$ cat src/rtl/sudoku_fsm.sv
// rtl/sudoku_fsm.sv - Sudoku game-control FSM with 9x9 board store and cursor
// Sequences title, difficulty, load, navigation, number entry and end screens.
module sudoku_fsm (
   input  logic       clk,
   input  logic       reset,
   input  logic       start_button,
   input  logic       a_button,
   input  logic       b_button,
   input  logic       up_button,
   input  logic       down_button,
   input  logic       left_button,
   input  logic       right_button,
   input  logic       test_cell_count,
   input  logic       test_lose,
   output logic [2:0] current_state,
   output logic       title_display,
   output logic       difficulty_display,
   output logic       running_display,
   output logic       easy_selected,
   output logic       hard_selected,
   output logic [3:0] cursor_x,
   output logic [3:0] cursor_y
);

   typedef enum logic [2:0] {
      INICIAR       = 3'd0,
      SELEC_DIF     = 3'd1,
      CARREGANDO    = 3'd2,
      CORRENDO_MAPA = 3'd3,
      PERCORRER_NUM = 3'd4,
      VITORIA       = 3'd5,
      DERROTA       = 3'd6,
      NAO_USADO     = 3'd7
   } state_t;

   localparam int B_START = 0;
   localparam int B_A     = 1;
   localparam int B_B     = 2;
   localparam int B_UP    = 3;
   localparam int B_DOWN  = 4;
   localparam int B_LEFT  = 5;
   localparam int B_RIGHT = 6;

   state_t     r_state, w_state_next;
   logic [6:0] r_btn_q;
   logic [6:0] w_btn_raw;
   logic [6:0] w_press;

   // Board indexed column then row; name kept for hierarchical access.
   logic [3:0] cell_value [0:8][0:8];

   logic [3:0] r_candidate, w_candidate_next;
   logic [6:0] r_filled, w_filled_next;
   logic [3:0] r_cx, w_cx_next;
   logic [3:0] r_cy, w_cy_next;
   logic       r_hard, w_hard_next;
   logic       w_clear;
   logic       w_write;
   logic [3:0] w_cell_cur;

   assign w_btn_raw  = {right_button, left_button, down_button, up_button,
                        b_button, a_button, start_button};
   assign w_press    = w_btn_raw & ~r_btn_q;
   assign w_cell_cur = cell_value[r_cx][r_cy];

   always_comb begin
      w_state_next     = r_state;
      w_candidate_next = r_candidate;
      w_filled_next    = r_filled;
      w_cx_next        = r_cx;
      w_cy_next        = r_cy;
      w_hard_next      = r_hard;
      w_clear          = 1'b0;
      w_write          = 1'b0;
      case (r_state)
         INICIAR: begin
            if (w_press[B_START]) w_state_next = SELEC_DIF;
         end
         SELEC_DIF: begin
            if (w_press[B_A])         w_state_next = CARREGANDO;
            else if (w_press[B_UP])   w_hard_next  = 1'b0;
            else if (w_press[B_DOWN]) w_hard_next  = 1'b1;
         end
         CARREGANDO: begin
            w_clear          = 1'b1;
            w_candidate_next = 4'd0;
            w_filled_next    = 7'd0;
            w_cx_next        = 4'd0;
            w_cy_next        = 4'd0;
            w_state_next     = CORRENDO_MAPA;
         end
         CORRENDO_MAPA: begin
            if (w_press[B_A]) begin
               w_candidate_next = w_cell_cur;
               w_state_next     = PERCORRER_NUM;
            end
            else if (w_press[B_UP])    w_cy_next = (r_cy == 4'd0) ? 4'd8 : r_cy - 4'd1;
            else if (w_press[B_DOWN])  w_cy_next = (r_cy >= 4'd8) ? 4'd0 : r_cy + 4'd1;
            else if (w_press[B_LEFT])  w_cx_next = (r_cx == 4'd0) ? 4'd8 : r_cx - 4'd1;
            else if (w_press[B_RIGHT]) w_cx_next = (r_cx >= 4'd8) ? 4'd0 : r_cx + 4'd1;
         end
         PERCORRER_NUM: begin
            if (w_press[B_A]) begin
               w_write = 1'b1;
               if (w_cell_cur == 4'd0 && r_candidate != 4'd0)
                  w_filled_next = r_filled + 7'd1;
               else if (w_cell_cur != 4'd0 && r_candidate == 4'd0)
                  w_filled_next = r_filled - 7'd1;
               // Lose overrides win when both hooks are high.
               if (test_lose)
                  w_state_next = DERROTA;
               else if (test_cell_count || w_filled_next == 7'd81)
                  w_state_next = VITORIA;
               else
                  w_state_next = CORRENDO_MAPA;
            end
            else if (w_press[B_B]) begin
               w_candidate_next = 4'd0;
               w_state_next     = CORRENDO_MAPA;
            end
            else if (w_press[B_UP])
               w_candidate_next = (r_candidate >= 4'd9) ? 4'd1 : r_candidate + 4'd1;
            else if (w_press[B_DOWN])
               w_candidate_next = (r_candidate <= 4'd1) ? 4'd9 : r_candidate - 4'd1;
         end
         VITORIA, DERROTA: begin
            if (w_press[B_START]) w_state_next = SELEC_DIF;
         end
         default: w_state_next = INICIAR;
      endcase
   end

   always_ff @(posedge clk or posedge reset) begin
      if (reset) begin
         r_state     <= INICIAR;
         r_btn_q     <= 7'd0;
         r_candidate <= 4'd0;
         r_filled    <= 7'd0;
         r_cx        <= 4'd0;
         r_cy        <= 4'd0;
         r_hard      <= 1'b0;
         for (int x = 0; x < 9; x++)
            for (int y = 0; y < 9; y++)
               cell_value[x][y] <= 4'd0;
      end
      else begin
         r_state     <= w_state_next;
         r_btn_q     <= w_btn_raw;
         r_candidate <= w_candidate_next;
         r_filled    <= w_filled_next;
         r_cx        <= w_cx_next;
         r_cy        <= w_cy_next;
         r_hard      <= w_hard_next;
         if (w_clear) begin
            for (int x = 0; x < 9; x++)
               for (int y = 0; y < 9; y++)
                  cell_value[x][y] <= 4'd0;
         end
         else if (w_write) begin
            cell_value[r_cx][r_cy] <= r_candidate;
         end
      end
   end

   assign current_state      = r_state;
   assign title_display      = (r_state == INICIAR);
   assign difficulty_display = (r_state == SELEC_DIF);
   assign running_display    = (r_state == CARREGANDO) || (r_state == CORRENDO_MAPA) ||
                               (r_state == PERCORRER_NUM);
   assign easy_selected      = ~r_hard;
   assign hard_selected      = r_hard;
   assign cursor_x           = r_cx;
   assign cursor_y           = r_cy;

endmodule

$ cat config.mk
export PLATFORM = sky130hd
export DESIGN_NAME = sudoku_fsm
export DESIGN_NICKNAME = d
export VERILOG_FILES = /design/src/rtl/sudoku_fsm.sv
export SDC_FILE = /design/constraint.sdc
export NUM_CORES = 1
export LEC_CHECK = 0
export BUFFER_PORTS_ARGS = -buffer_cell sky130_fd_sc_hd__buf_4
export CORE_ASPECT_RATIO = 0.6
export CORE_MARGIN = 1.5
export CORE_UTILIZATION = 50
export CTS_CLUSTER_DIAMETER = 150
export DETAILED_ROUTE_END_ITERATION = 7
export GPL_TIMING_DRIVEN = 0
export HOLD_SLACK_MARGIN = 0.08
export PLACE_DENSITY = 0.66
export SYNTH_ARGS = -nofsm -noshare
export SYNTH_HDL_FRONTEND = slang
export SYNTH_SLANG_ARGS = --single-unit
$ cat constraint.sdc
create_clock -name clk -period 17.9 [get_ports clk]
set_clock_uncertainty 0.1 [all_clocks]
set_input_delay 5.37 -clock clk [delete_from_list [all_inputs] [get_ports clk]]
set_output_delay 5.37 -clock clk [all_outputs]
set_load 0.01 [all_outputs]
==> impl_metrics.ini <==
[status]
outcome = finished with violations
violations = capacitance limit, slew limit

[clocking]
clk_pin_slew_ns = 0.06
postCtsResizedCells = 0
postCtsSetupBuffers = 0
cts_root_buf = clkbuf_16
h-tree-depth = 2
tritoncts = done
cts_hold_buffers = 0
clock_sinks = 354
clock_latency_ns = 0.56
cts_buffers = 37
clock_tree.buffer_depth = 3

[timing]
fmax_mhz = 119
fin_setup_tns_ns = 0
worst_slew_pin_slew_ns = 1.60
setup_violations = 0
slew_viol_final = 11
maxSlewHeadroom_pct = -7.12
min_period_ns = 8.41
finalCritPeriodShare_pct = 47.0
rsz0062_at_grt = false
setup_slack_ns = 9.49
hold_violations = 0

[yosys]
yosys-top-cells-area = dfrtp_1 47%, a21oi_1 9.8%, o21ai_0 8.6%, nand2_1 7.2%, mux4_2 4.7%
syn_area_per_cell_sq_um = 8.77
ys_seq_area_share_pct = 47.1
synth_top_area_share_pct = 47.1
ys.warnings.count = 0
synth_top_family_by_area = compound AO/OA/AOI/OAI gates
async_flop_share_pct = 100
synth-edff-count = 0
ys_types = 75
synthMuxAreaShare_pct = 9.93
synthAdderAreaFrac_pct = 1.06
synthSimpleGateAreaFrac_pct = 15.0
ys_seq_elements = 354
synthXorXnorAreaFrac_pct = 0.0466
synth_flop_cell = dfrtp_1
synth_largest_area_cell = dfrtp_1
syn_inst = 2144
synth_fp_nets = 2171
synth_area_sq_um = 18800
synth_compound_area_share_pct = 22.1

[power]
p_sw_mw = 1.50
p_int_mw = 1.59
vdd.ir_drop.worst_v = 0.0000771
swShare_pct = 48.4
p_comb_share_pct = 46.1
clkPwrFrac_pct = 26.7
p_leak_nw = 8.56
cellPowerDensity_nw_per_um2 = 147
sequentialPowerShare_pct = 27.2

[place]
post-place-ws_ns = 9.15
dp_hpwl_microns = 59300
place.port_buffers = 26
routabilityCongestion = 1.06

[setup_path]
reg2reg_depth = 13
reg2reg_from = cursor_x[1]
r2r-end = current_state[2]
critPathRequiredTime_ns = 18.26
arrival_ns = 8.77
r2r_slack_ns = 12.10
critPathLaunchType = input pin
path_max_fanout = 10
end_kind = flop
critical_path_class = input pin to flop

[worst_hold_path]
hold_path_class = flop to flop
whs_endpoint = cell_value[300]
hold_path_depth = 2
hp-start = cell_value[300]

[global_route]
antenna_found_initial = 2
grt_max_degree = 122
grt_pass1_vias = 17109
gr-total-overflow = 0
grt_usage_pct = 41.5
grt_pass1_wl_microns = 116000

[floorplan]
io_pins = 27
fp.dieH_microns = 153
core_sq_um = 36700
die_area_sq_um = 38800
die_width_microns = 253
rows = 54
initial_core_util_pct = 51.3

[finish]
area_delta_synth_final_pct = 11.5
drive_gt1_share_pct = 9.87
antenna_cells_inserted = 0
nets = 2238

[drt]
drt_iter0_drc = 2797
avgRoutedWirePerCell_microns = 29.3
totalWireLength_microns = 80300
postRouteAntennaNets = 0
vias_per_cell = 6.68
drc_errors = 0
num_vias = 18303
drtPass1Iterations = 7

[run]
drv_cap = 1
sequential cells by signal, summed over array words and instances (netlist names):
name           count
cell_value       324
current_state      3
cursor_x           4
cursor_y           4
hard_selected      1
r_btn_q            7
r_candidate        4
r_filled           7
cell type report:
cell class | instances | area [sq um]
flip-flops and latches | 354 | 8860
clock inverters | 17 | 175
plain buffers | 190 | 826
inverters | 19 | 78.8
clock buffers | 49 | 1090
multi-input cells | 1581 | 9050
repair buffers | 28 | 250
fillers | 3294 | 15700
well taps | 504 | 631
power by group through the flow:
stage | Combinational, mW | Sequential (mW) | Clock [mW]
finish | 1.42 | 0.841 | 0.825
global route | 1.45 | 0.844 | 0.853
CTS | 1.33 | 0.841 | 0.820
detailed placement | 1.33 | 0.856 | 0
global placement | 1.32 | 0.856 | 0
floorplan | 0.740 | 0.854 | 0
metal layers:
layer | track usage [%] | up-vias | wire length [microns]
met5 | 0 | - | 0
met4 | 12.7 | 0 | 2710
met3 | 18.1 | 179 | 13600
met2 | 55.0 | 1438 | 31600
met1 | 60.4 | 9022 | 32400
li1 | - | 7664 | -
worst max-delay path by stage:
stage             start  slack, ns  depth (start not counted)               to
4_1_cts        a_button       9.70                         10  cell_value[222]
6_report       a_button       9.49                         10  cell_value[222]
2_1_floorplan     reset       2.61                          1    cell_value[0]
3_5_place_dp   a_button       9.15                         10  cell_value[222]
3_3_place_gp      reset      -1.57                          2  cell_value[138]
5_1_grt        a_button       9.43                         10  cell_value[261]
kinds of logic (layout without fill, tap and decap cells):
family	Yosys count	in the layout
AO/OA/AOI/OAI	778	778
XOR/XNOR	1	1
adder cells (fa/ha/maj)	16	16
buffers and inverters	209	303
flip-flops	354	354
multiplexers	130	130
AND/OR/NAND/NOR	656	656
cells in the final DEF (no fill, tap or decap), types with 4 or more instances in the layout:
| cell | synthesis | final |
|---|---|---|
| a211oi_1 | 4 | 4 |
| a21boi_0 | 4 | 4 |
| a21oi_1 | 369 | 369 |
| a22oi_1 | 21 | 21 |
| a31oi_1 | 7 | 7 |
| a32oi_1 | 4 | 4 |
| and2_1 | 4 | 4 |
| buf_1 | 6 | 6 |
| buf_2 | 15 | 15 |
| buf_4 | 1 | 27 |
| buf_6 | 4 | 4 |
| clkbuf_1 | 160 | 162 |
| clkbuf_16 | 0 | 39 |
| clkbuf_8 | 0 | 8 |
| clkinv_2 | 0 | 9 |
| dfrtp_1 | 354 | 354 |
| ha_1 | 16 | 16 |
| inv_1 | 18 | 17 |
| mux2_2 | 48 | 48 |
| mux2i_1 | 40 | 40 |
| mux4_2 | 39 | 39 |
| nand2_1 | 362 | 362 |
| nand2b_1 | 8 | 8 |
| nand3_1 | 53 | 53 |
| nand3b_1 | 5 | 5 |
| nand4_1 | 4 | 4 |
| nor2_1 | 160 | 160 |
| nor2b_1 | 11 | 11 |
| nor3_1 | 10 | 10 |
| nor4_1 | 5 | 4 |
| o21ai_0 | 324 | 324 |
| o21ai_1 | 4 | 4 |
| o22ai_1 | 5 | 5 |
| or3_1 | 7 | 7 |
cells in the mapped netlist, types with 4 or more instances:
cell type,n
nor4_1,5
a21boi_0,4
nor2b_1,11
or3_1,7
nand3_1,53
nor2_1,160
mux4_2,39
a32oi_1,4
buf_6,4
a31oi_1,7
dfrtp_1,354
a22oi_1,21
buf_2,15
nand2b_1,8
o22ai_1,5
a211oi_1,4
buf_1,6
mux2_2,48
a21oi_1,369
nand4_1,4
o21ai_0,324
clkbuf_1,160
nand3b_1,5
o21ai_1,4
inv_1,18
mux2i_1,40
and2_1,4
ha_1,16
nand2_1,362
nor3_1,10
worst max-delay path: stages:
cell and delay (ns):
buf_4 0.09, nand2b_1 0.05, clkbuf_1 0.19, nor3_1 0.73, clkbuf_1 0.61, nand3_1 0.60, clkbuf_1 0.43, nor2_1 0.42
nand2_1 0.11, a21oi_1 0.16
through the flow:
step	total power [mW]	cell area [sq um]	hold slack, ns	std cells	util (%)
after global routing	3.14	21000	0.451	2742	57.1
after floorplan	1.59	18800	0.373	2144	-
after detailed placement	2.19	19700	0.409	2676	53.7
after CTS	3.00	21000	0.421	2742	57.1
final	3.09	21000	0.417	2742	57.1
after global placement	2.18	19600	0.397	2674	53.5
No activity file was read; power rests on OpenSTA's default activity.
